## src/rtl/timer_pkg.sv

```systemverilog
// Shared types and constants for the keypad timer run-time controller.
// The snooze helper below is only referenced when TIMER_SNOOZE_EN is defined.
package timer_pkg;

    localparam int unsigned HOUR_W = 5;
    localparam int unsigned MIN_W  = 6;
    localparam int unsigned SEC_W  = 6;

    localparam logic [HOUR_W-1:0] HOUR_MAX   = HOUR_W'(23);
    localparam logic [MIN_W-1:0]  MIN_MAX    = MIN_W'(59);
    localparam logic [SEC_W-1:0]  SEC_MAX    = SEC_W'(59);
    localparam logic [MIN_W-1:0]  SNOOZE_MIN = MIN_W'(5);

    typedef enum logic [1:0] {
        IDLE   = 2'd0,
        ARMED  = 2'd1,
        FIRING = 2'd2
    } run_state_t;

    // Hour/minute pair used for the alarm target.
    typedef struct packed {
        logic [HOUR_W-1:0] h;
        logic [MIN_W-1:0]  m;
    } hm_t;

    // Advance a time of day by delta minutes (delta < 60), wrapping 23:xx to 00:xx.
    function automatic hm_t add_minutes(input hm_t t, input logic [MIN_W-1:0] delta);
        hm_t        r;
        logic [6:0] m;
        r = t;
        m = 7'(t.m) + 7'(delta);
        if (m > 7'(MIN_MAX)) begin
            r.m = MIN_W'(m - 7'd60);
            r.h = (t.h >= HOUR_MAX) ? '0 : t.h + HOUR_W'(1);
        end else begin
            r.m = MIN_W'(m);
        end
        return r;
    endfunction

endpackage

```

## src/rtl/sec_prescaler.sv

```systemverilog
// Divides mclk down to a one-cycle tick once per second.
// The tick is registered: it is high exactly while the count sits at TICKS_PER_SEC-1.
module sec_prescaler #(
    parameter int unsigned TICKS_PER_SEC = 50_000_000
) (
    input  logic mclk,
    input  logic rst_n,
    input  logic clr,
    output logic tick
);

    localparam int unsigned      CW   = $clog2(TICKS_PER_SEC);
    localparam logic [CW-1:0]    LAST = CW'(TICKS_PER_SEC - 1);

    logic [CW-1:0] cnt;
    logic [CW-1:0] cnt_nxt;

    // Wrap at the last count; a clear restarts the second.
    always_comb begin
        cnt_nxt = cnt + CW'(1);
        if (clr || (cnt == LAST)) begin
            cnt_nxt = '0;
        end
    end

    always_ff @(posedge mclk or negedge rst_n) begin
        if (!rst_n) begin
            cnt  <= '0;
            tick <= 1'b0;
        end else begin
            cnt  <= cnt_nxt;
            tick <= (cnt_nxt == LAST);
        end
    end

endmodule

```

## src/rtl/timer_run_ctrl.sv

```systemverilog
// Run-time controller: wall clock, alarm target latch and IDLE/ARMED/FIRING sequencing.
// Define TIMER_SNOOZE_EN to add the snooze input (re-arm current time + 5 minutes).
module timer_run_ctrl
    import timer_pkg::*;
#(
    parameter int unsigned TICKS_PER_SEC = 50_000_000,
    parameter int unsigned ALARM_SEC     = 60
) (
    input  logic              mclk,
    input  logic              rst_n,
    input  logic              set,
    input  logic [HOUR_W-1:0] nowH,
    input  logic [MIN_W-1:0]  nowM,
    input  logic [HOUR_W-1:0] timerH,
    input  logic [MIN_W-1:0]  timerM,
    input  logic              run_enable,
    input  logic              stop,
`ifdef TIMER_SNOOZE_EN
    input  logic              snooze,
`endif
    output logic [HOUR_W-1:0] curH,
    output logic [MIN_W-1:0]  curM,
    output logic [SEC_W-1:0]  curS,
    output logic              sec_tick,
    output logic              alarm,
    output logic [1:0]        state
);

    localparam int unsigned       DUR_W    = $clog2(ALARM_SEC + 1);
    localparam logic [DUR_W-1:0]  DUR_LAST = DUR_W'(ALARM_SEC - 1);

    logic              tick;
    logic              run_q;
    logic              run_rise;
    logic              at_target;
    run_state_t        st;
    run_state_t        st_nxt;
    hm_t               tgt;
    hm_t               tgt_nxt;
    logic [DUR_W-1:0]  dur;
    logic [DUR_W-1:0]  dur_nxt;
    logic [HOUR_W-1:0] h_nxt;
    logic [MIN_W-1:0]  m_nxt;
    logic [SEC_W-1:0]  s_nxt;

    sec_prescaler #(
        .TICKS_PER_SEC (TICKS_PER_SEC)
    ) u_presc (
        .mclk  (mclk),
        .rst_n (rst_n),
        .clr   (set),
        .tick  (tick)
    );

    assign sec_tick  = tick;
    assign state     = st;
    assign run_rise  = run_enable & ~run_q;
    assign at_target = (curH == tgt.h) && (curM == tgt.m) && (curS == '0);

    // Wall clock: a load from the keypad wins over the once-per-second advance.
    always_comb begin
        h_nxt = curH;
        m_nxt = curM;
        s_nxt = curS;
        if (set) begin
            h_nxt = nowH;
            m_nxt = nowM;
            s_nxt = '0;
        end else if (tick) begin
            if (curS >= SEC_MAX) begin
                s_nxt = '0;
                if (curM >= MIN_MAX) begin
                    m_nxt = '0;
                    h_nxt = (curH >= HOUR_MAX) ? '0 : curH + HOUR_W'(1);
                end else begin
                    m_nxt = curM + MIN_W'(1);
                end
            end else begin
                s_nxt = curS + SEC_W'(1);
            end
        end
    end

    // Alarm sequencing; an arm edge overrides whatever the state logic chose.
    always_comb begin
        st_nxt  = st;
        tgt_nxt = tgt;
        dur_nxt = dur;
        case (st)
            IDLE: begin
                st_nxt = IDLE;
            end
            ARMED: begin
                if (at_target) begin
                    st_nxt  = FIRING;
                    dur_nxt = '0;
                end
            end
            FIRING: begin
                if (set || stop) begin
                    st_nxt = IDLE;
                end
`ifdef TIMER_SNOOZE_EN
                else if (snooze) begin
                    st_nxt  = ARMED;
                    tgt_nxt = add_minutes('{h: curH, m: curM}, SNOOZE_MIN);
                end
`endif
                else if (tick && (dur == DUR_LAST)) begin
                    st_nxt = IDLE;
                end else if (tick) begin
                    dur_nxt = dur + DUR_W'(1);
                end
            end
            default: begin
                st_nxt = IDLE;
            end
        endcase
        if (run_rise) begin
            st_nxt  = ARMED;
            tgt_nxt = '{h: timerH, m: timerM};
        end
    end

    always_ff @(posedge mclk or negedge rst_n) begin
        if (!rst_n) begin
            st <= IDLE;
        end else begin
            st <= st_nxt;
        end
    end

    always_ff @(posedge mclk or negedge rst_n) begin
        if (!rst_n) begin
            curH  <= '0;
            curM  <= '0;
            curS  <= '0;
            tgt   <= '0;
            dur   <= '0;
            run_q <= 1'b0;
            alarm <= 1'b0;
        end else begin
            curH  <= h_nxt;
            curM  <= m_nxt;
            curS  <= s_nxt;
            tgt   <= tgt_nxt;
            dur   <= dur_nxt;
            run_q <= run_enable;
            alarm <= (st_nxt == FIRING);
        end
    end

endmodule

```

## config.mk

```make
export PLATFORM = sky130hd
export DESIGN_NAME = timer_run_ctrl
export DESIGN_NICKNAME = d
export VERILOG_FILES = /design/src/rtl/timer_pkg.sv /design/src/rtl/sec_prescaler.sv /design/src/rtl/timer_run_ctrl.sv
export SDC_FILE = /design/constraint.sdc
export NUM_CORES = 1
export LEC_CHECK = 0
export CAP_MARGIN = 25
export CELL_PAD_IN_SITES_DETAIL_PLACEMENT = 0
export CELL_PAD_IN_SITES_GLOBAL_PLACEMENT = 1
export CORE_MARGIN = 5
export CORE_UTILIZATION = 46
export DETAILED_ROUTE_END_ITERATION = 6
export PLACE_DENSITY_LB_ADDON = 0.1
export SYNTH_ARGS = -nofsm -noshare
export SYNTH_HDL_FRONTEND = slang
export SYNTH_SLANG_ARGS = --single-unit
export TNS_END_PERCENT = 1
```

## constraint.sdc

```tcl
create_clock -name mclk -period 5.98 [get_ports mclk]
set_clock_uncertainty 0.15 [all_clocks]
set_input_delay 0.897 -clock mclk [delete_from_list [all_inputs] [get_ports mclk]]
set_output_delay 0.897 -clock mclk [all_outputs]
set_load 0.01 [all_outputs]
```

==> summary.md, run 1 <==
| Metric | Value |
|---|---|
| Outcome | completed |
| FP Rows | 32 |
| Global route overflow | 0 |
| Max-Cap Viols | 0 |
| Slew headroom | between 30% and 40% |
| Total number of vias | 2906 |
| CTS root buffer | clkbuf_8 |
| Vias per cell | around 5.5 |
| Hold path endpoint | u_presc.cnt[0] |
| CTS max path bufs | 2 |
| CTS tree | yes |
| GPL Wtd Cong | between 0.7 and 0.8 |
| Cells after Synth | 382 |
| Final hold vios | 0 |
| Core Footprint | about 7600 um2 |
| Largest net degree at the start of global routing | 66 |
| # setup viols final | 0 |
| Total Power | between 1 and 1.5 mW |
| Fin. max-slew vios | 0 |
| Commonest non-fill, non-tap cells in the layout | 65 x dfrtp_1, 48 x nor2_1, 46 x clkdlybuf4s50_1 |
| Post-synth cell types | 54 |
| Leakage power | 1.76 nW |
| Post-layout minimum cycle time | between 2 and 3 ns |
| Ports | 48 |
| Setup slack at placement | approximately 2.8 ns |
| ANT nets after route | 0 |
| Ys flop type | dfrtp_1 |
| RSZ-0062 raised after global routing | false |
| Die Area | 9680 um2 |
| Ys async rst share | 100% |
| Hold Crit Start | u_presc.cnt[0] |
| Max Clock Freq | 349 MHz |
| Vias in the first global route | 2855 |
| Synthesized cell area | around 3600 um2 |
| N_diodes | 0 |
| Maximum VDD drop | around 0.00012 V |
| Setup TNS | 0 ns |
| Power Density | around 230 nW/um2 |
| Final nets | roughly 460 |
| CTS buffer count | 9 |
| Post-synth EDFFs | 0 |
| # fillers | between 700 and 800 |
| Slew @ Worst Pin | 0.956 ns |
| Syn avg cell area | 9.40 um2 |
| Sequential share of the synthesized area | between 40% and 50% |
| H-tree lvl count | 3 |
| FF-to-FF Start | curS[0] |
| Die Width | 98.4 um |
| Hold depth | 1 |
| Post-CTS Setup Bufs | 0 |
| Synth warnings | 0 |
| Iteration-0 DRC Markers | ~170 |
| Drt total wl | around 8000 um |
| Critical Path AT | around 2.9 ns |
| Setup ws final | slightly above 3 ns |
| Req. time, crit path | ~6.0 ns |
| Total Routing Usage GR | between 10% and 20% |
| CP max FO | 28 |
| Global-route wire length before repair | between 10000 and 15000 um |
| Skew-Pair Late Insertion Delay | roughly 0.34 ns |
| Commonest non-fill, non-tap cell in the layout | dfrtp_1 |
| Buffers on Ports | 47 |
| Min-delay worst type | flip-flop to flip-flop |
| Sink Count | 65 |
| R2r worst-path depth | 7 |
| Critical Path Source Type | primary input |
| Reg2Reg Setup Slack | approximately 3.3 ns |
| Clock-pin transition on the worst setup and hold timing paths | roughly 0.07 ns |
| Ratio of final minimum period to clock period | 47.9% |
| Hold buffers post-CTS | 0 |
| Post-route DRC | 0 |
| Crit path capture type | flip-flop |
| Critical path class | primary input to flip-flop |
| # resized after CTS | 0 |
| Initial core utilization | between 40 and 50% |
| CP startpoint | set |
| Initial antenna violation count | 0 |
| Post-synthesis net count | around 420 |
| Layout cell share with drive strength beyond 1 | 8.14% |
| Die Ht | a little under 100 um |
| Detailed placement HPWL | ~5700 um |
| Yosys reg bits | 65 |
| WL/cell | 15.3 um |
| DR pass1 iterations | 4 |
| Reg2reg end | curH[3] |
| Area growth, synth to finish | 20.1% |
==> registers in the layout, indices dropped and copies added (netlist names) <==
register,cells
alarm,1
curH,5
curM,6
curS,6
dur,6
run_q,1
state,2
tgt,11
u_presc.cnt,26
u_presc.tick,1
==> how the worst max path moves through the flow <==
stage	endpoint	slack (ns)	cells past startpoint
floorplan	dur[3]	3.69	7
global placement	curH[3]	2.82	7
detailed placement	curH[3]	2.77	7
CTS	curH[3]	3.12	7
global route	curH[2]	2.87	7
finish	curH[3]	3.12	7
==> logic make-up (layout without fill, tap and decap cells) <==
kind of cell,count (synthesis),count (layout),synth area share [%]
buffers and inverters,31,79,3.34
xor gates and xnor gates,36,36,8.78
muxes,14,14,4.28
AOI/OAI and AO/OA,70,70,12.7
DFF,65,65,45.3
and+or+nand+nor,158,158,22.8
adders and majority gates,8,8,2.79
==> through the flow <==
stage / instance area [um2] / std cells / utilization, % / hold WS (ns)
final: 4310 / 532 / 56.4 / 0.346
after global routing: 4310 / 532 / 56.4 / 0.374
after CTS: 4310 / 532 / 56.4 / 0.350
after detailed placement: 4140 / 517 / 54.1 / 0.334
after global placement: 4140 / 517 / 54.1 / 0.338
after floorplan: 3590 / 382 / - / 0.308
==> Yosys cell counts (4+ instances only) <==
| cell type | count | area [um2] |
|---|---|---|
| mux2_2 | 11 | 124 |
| and4_1 | 6 | 52.6 |
| nand2_1 | 31 | 116 |
| nand4_1 | 8 | 50.1 |
| o21ai_0 | 25 | 125 |
| nor3b_1 | 4 | 30.0 |
| and3_1 | 5 | 31.3 |
| nand3_1 | 20 | 100 |
| nand2b_1 | 4 | 25.0 |
| a22oi_1 | 5 | 37.5 |
| xor2_1 | 11 | 96.3 |
| a21oi_1 | 14 | 70.1 |
| dfrtp_1 | 65 | 1630 |
| nor4_1 | 4 | 25.0 |
| nor3_1 | 8 | 40.0 |
| nor2b_1 | 4 | 25.0 |
| and2_1 | 5 | 31.3 |
| xnor2_1 | 25 | 219 |
| inv_1 | 15 | 56.3 |
| ha_1 | 8 | 100 |
| clkbuf_1 | 11 | 41.3 |
| nor2_1 | 48 | 180 |
==> final cells by class <==
cell class              count  area [um2]  share of cell area [%]
clock inverters             4        45.0                    1.04
multi-input cells         286        1850                    42.8
repair buffers             49         480                    11.1
flip-flops and latches     65        1630                    37.7
inverters                  15        56.3                    1.31
well taps                 102         128                    2.96
clock buffers              11         131                    3.05
==> routing by layer <==
metal	global-route usage [%]	share of wire, %
met5	0	0
met4	5.36	1.6
met3	6.50	3.8
met2	28.7	48
met1	23.1	46
==> report_power, final <==
| part | switching [mW] | internal (mW) | total (mW) |
|---|---|---|---|
| Sequential | 0.0375 | 0.467 | 0.504 |
| Clock | 0.163 | 0.188 | 0.351 |
| Combinational | 0.0711 | 0.0864 | 0.158 |
| Total | 0.271 | 0.741 | 1.01 |
==> worst max-delay path, stage by stage <==
cell,delay (ns)
clkdlybuf4s50_1,0.40
buf_4,0.22
a21oi_1,0.67
nand2b_1,0.43
nor3_1,0.09
a21oi_1,0.13
o31ai_1,0.08
(Power assumes the default switching activity.)
==> run 2, diff against run 1 <==
--- a/config.mk
+++ b/config.mk
@@ -9,7 +9,7 @@
 export CELL_PAD_IN_SITES_DETAIL_PLACEMENT = 0
 export CELL_PAD_IN_SITES_GLOBAL_PLACEMENT = 1
 export CORE_MARGIN = 5
-export CORE_UTILIZATION = 46
+export CORE_UTILIZATION = 38
 export DETAILED_ROUTE_END_ITERATION = 6
 export PLACE_DENSITY_LB_ADDON = 0.1
 export SYNTH_ARGS = -nofsm -noshare
==> constraint.sdc (replaced) <==
create_clock -name mclk -period 2.55 [get_ports mclk]
set_clock_uncertainty 0.15 [all_clocks]
set_input_delay 0.3825 -clock mclk [delete_from_list [all_inputs] [get_ports mclk]]
set_output_delay 0.3825 -clock mclk [all_outputs]
set_load 0.01 [all_outputs]
==> run 2 against run 1 <==
  * Sequential share of layout area is 1.2 points lower
  * Global-route usage is 2.3 points lower
  * Flip-flop and latch count stayed put
  * Core utilization is 8.2 points lower
  * Non-clock buffer count is 12 higher
  * Critical endpoint is now u_presc.tick
  * Largest cell class unchanged
==> summary.md, run 2 (synthesis results as in run 1) <==
| Metric | Value |
|---|---|
| Outcome | completed |
| CP startpoint | u_presc.cnt[0] |
| Fin. max-slew vios | 0 |
| Reg area | approximately 1600 um2 |
| Setup TNS | 0 ns |
| Global route overflow | 0 |
| Setup ws final | roughly 0.24 ns |
| RSZ-0062 raised after global routing | false |
| Total number of vias | between 2000 and 3000 |
| Req. time, crit path | between 2 and 3 ns |
| GPL Wtd Cong | about 0.84 |
| Regs by FF count | u_presc.cnt (26), tgt (11) |
| H-tree lvl count | 3 |
| Die Ht | 107 um |
| Crit path capture type | flip-flop |
| CTS tree | yes |
| Maximum VDD drop | around 0.00024 V |
| Ratio of final minimum period to clock period | between 90 and 100% |
| Post-route DRC | 0 |
| Total Routing Usage GR | around 16% |
| # setup viols final | 0 |
| FP Rows | 35 |
| # fillers | 879 |
| CTS max path bufs | 2 |
| Skew-Pair Late Insertion Delay | approximately 0.34 ns |
| Ports | 48 |
| Clock-pin transition on the worst setup and hold timing paths | about 0.070 ns |
| Leakage power | approximately 1.8 nW |
| Commonest non-fill, non-tap cell in the layout | dfrtp_1 |
| N_diodes | 0 |
| CP max FO | 5 |
| Max Clock Freq | 434 MHz |
| Iteration-0 DRC Markers | slightly above 100 |
| CTS buffer count | 9 |
| Post-layout minimum cycle time | between 2 and 2.5 ns |
| Layout cell share with drive strength beyond 1 | between 10% and 20% |
| Hold Crit Start | run_q |
| Final hold vios | 0 |
| FF-to-FF Start | u_presc.cnt[0] |
| Final hold slack | between 0.3 and 0.4 ns |
| Power Density | approximately 540 nW/um2 |
| Multi-input logic area | between 1500 and 2000 um2 |
| Final nets | between 400 and 500 |
| Die Area | 11500 um2 |
| Max FFs per register | 26 |
| Area growth, synth to finish | 24.1% |
| Reg with most FFs | u_presc.cnt |
| Critical Path Source Type | flip-flop |
| Commonest non-fill, non-tap cells in the layout | 65 x dfrtp_1, 48 x nor2_1, 46 x clkdlybuf4s50_1 |
| ANT nets after route | 0 |
| Initial antenna violation count | 0 |
| Core Footprint | a little over 9000 um2 |
| WL/cell | 15.1 um |
| Initial core utilization | 38.9% |
| Detailed placement HPWL | about 6400 um |
| Vias in the first global route | roughly 2800 |
| Sink Count | between 60 and 70 |
| Vias per cell | ~5 |
| Setup slack at placement | around 0.18 ns |
| CTS root buffer | clkbuf_8 |
| Slew headroom | 63.7% |
| Drt total wl | 8620 um |
| Min-delay worst type | flip-flop to flip-flop |
| Max-Cap Viols | 0 |
| Slew @ Worst Pin | between 0.5 and 0.6 ns |
| Global-route wire length before repair | 14300 um |
| Buffers on Ports | 47 |
| Die Width | between 100 and 150 um |
| # resized after CTS | 0 |
| DR pass1 iterations | 4 |
| Largest net degree at the start of global routing | 45 |
| Critical path class | flip-flop to flip-flop |
| Critical Path AT | ~2.4 ns |
[run 2: stage by stage]
stage / cell area [um2] / util [%] / instances / power [mW]
6_report: 4460 / 48.2 / 571 / 2.40
5_1_grt: 4460 / 48.2 / 571 / 2.54
4_1_cts: 4460 / 48.2 / 571 / 2.44
3_5_place_dp: 4270 / 46.2 / 555 / 1.61
3_3_place_gp: 4270 / 46.2 / 555 / 1.61
2_1_floorplan: 3590 / - / 382 / 1.39
[run 2: final timing paths]
check | to | slack, ns | cells after the start
worst max-delay path | u_presc.tick | 0.24 | 7
worst max register to register | u_presc.tick | 0.24 | 7
min in group asynchronous | dur[1] | 0.41 | 2
worst min register to register | state[0] | 0.35 | 1
worst min-delay path | state[0] | 0.35 | 1
max in group asynchronous | u_presc.cnt[9] | 1.20 | 3
[run 2: layout make-up]
class	instances	share of cell area (%)
multi-input cells	286	41.4
flip-flops and latches	65	36.5
repair buffers	61	13.1
clock buffers	13	3.79
well taps	129	3.62
inverters	15	1.26
clock inverters	2	0.281
[run 2: timing repair]
action	in CTS	in global routing
hold endpoints to repair	21	0
endpoints found under the setup margin	0	0
hold buffers	1	0
buffers inserted	0	0
[run 2: metal layers]
layer / routed length [um] / share of wire, % / global-route usage, %
met1: 4220 / 49 / 22.1
met3: 307 / 3.6 / 4.33
met2: 4000 / 46 / 24.1
met5: 0 / 0 / 0
met4: 98 / 1.1 / 3.84
[run 2: power by group]
group | total [mW] | switching [mW] | internal (mW) | leakage [nW]
Clock | 0.815 | 0.389 | 0.426 | 0.0915
Combinational | 0.421 | 0.196 | 0.224 | 0.873
Sequential | 1.17 | 0.0709 | 1.09 | 0.855
Total | 2.40 | 0.656 | 1.74 | 1.82
[run 2: critical path, cell delays in order (launching register included)]
cell,delay [ns]
dfrtp_1,0.41
ha_1,0.25
and2_1,0.23
o21ai_0,0.18
nand3_1,0.09
a2111oi_0,0.49
and4bb_2,0.29
and4_1,0.15
==> run 3, diff against run 2 <==
--- a/config.mk
+++ b/config.mk
@@ -12,6 +12,7 @@
 export CORE_UTILIZATION = 38
 export DETAILED_ROUTE_END_ITERATION = 6
 export PLACE_DENSITY_LB_ADDON = 0.1
+export SLEW_MARGIN = 20
 export SYNTH_ARGS = -nofsm -noshare
 export SYNTH_HDL_FRONTEND = slang
 export SYNTH_SLANG_ARGS = --single-unit
==> results of run 3 <==
No change in the layout: final DEF, timing and power equal those of run 2.
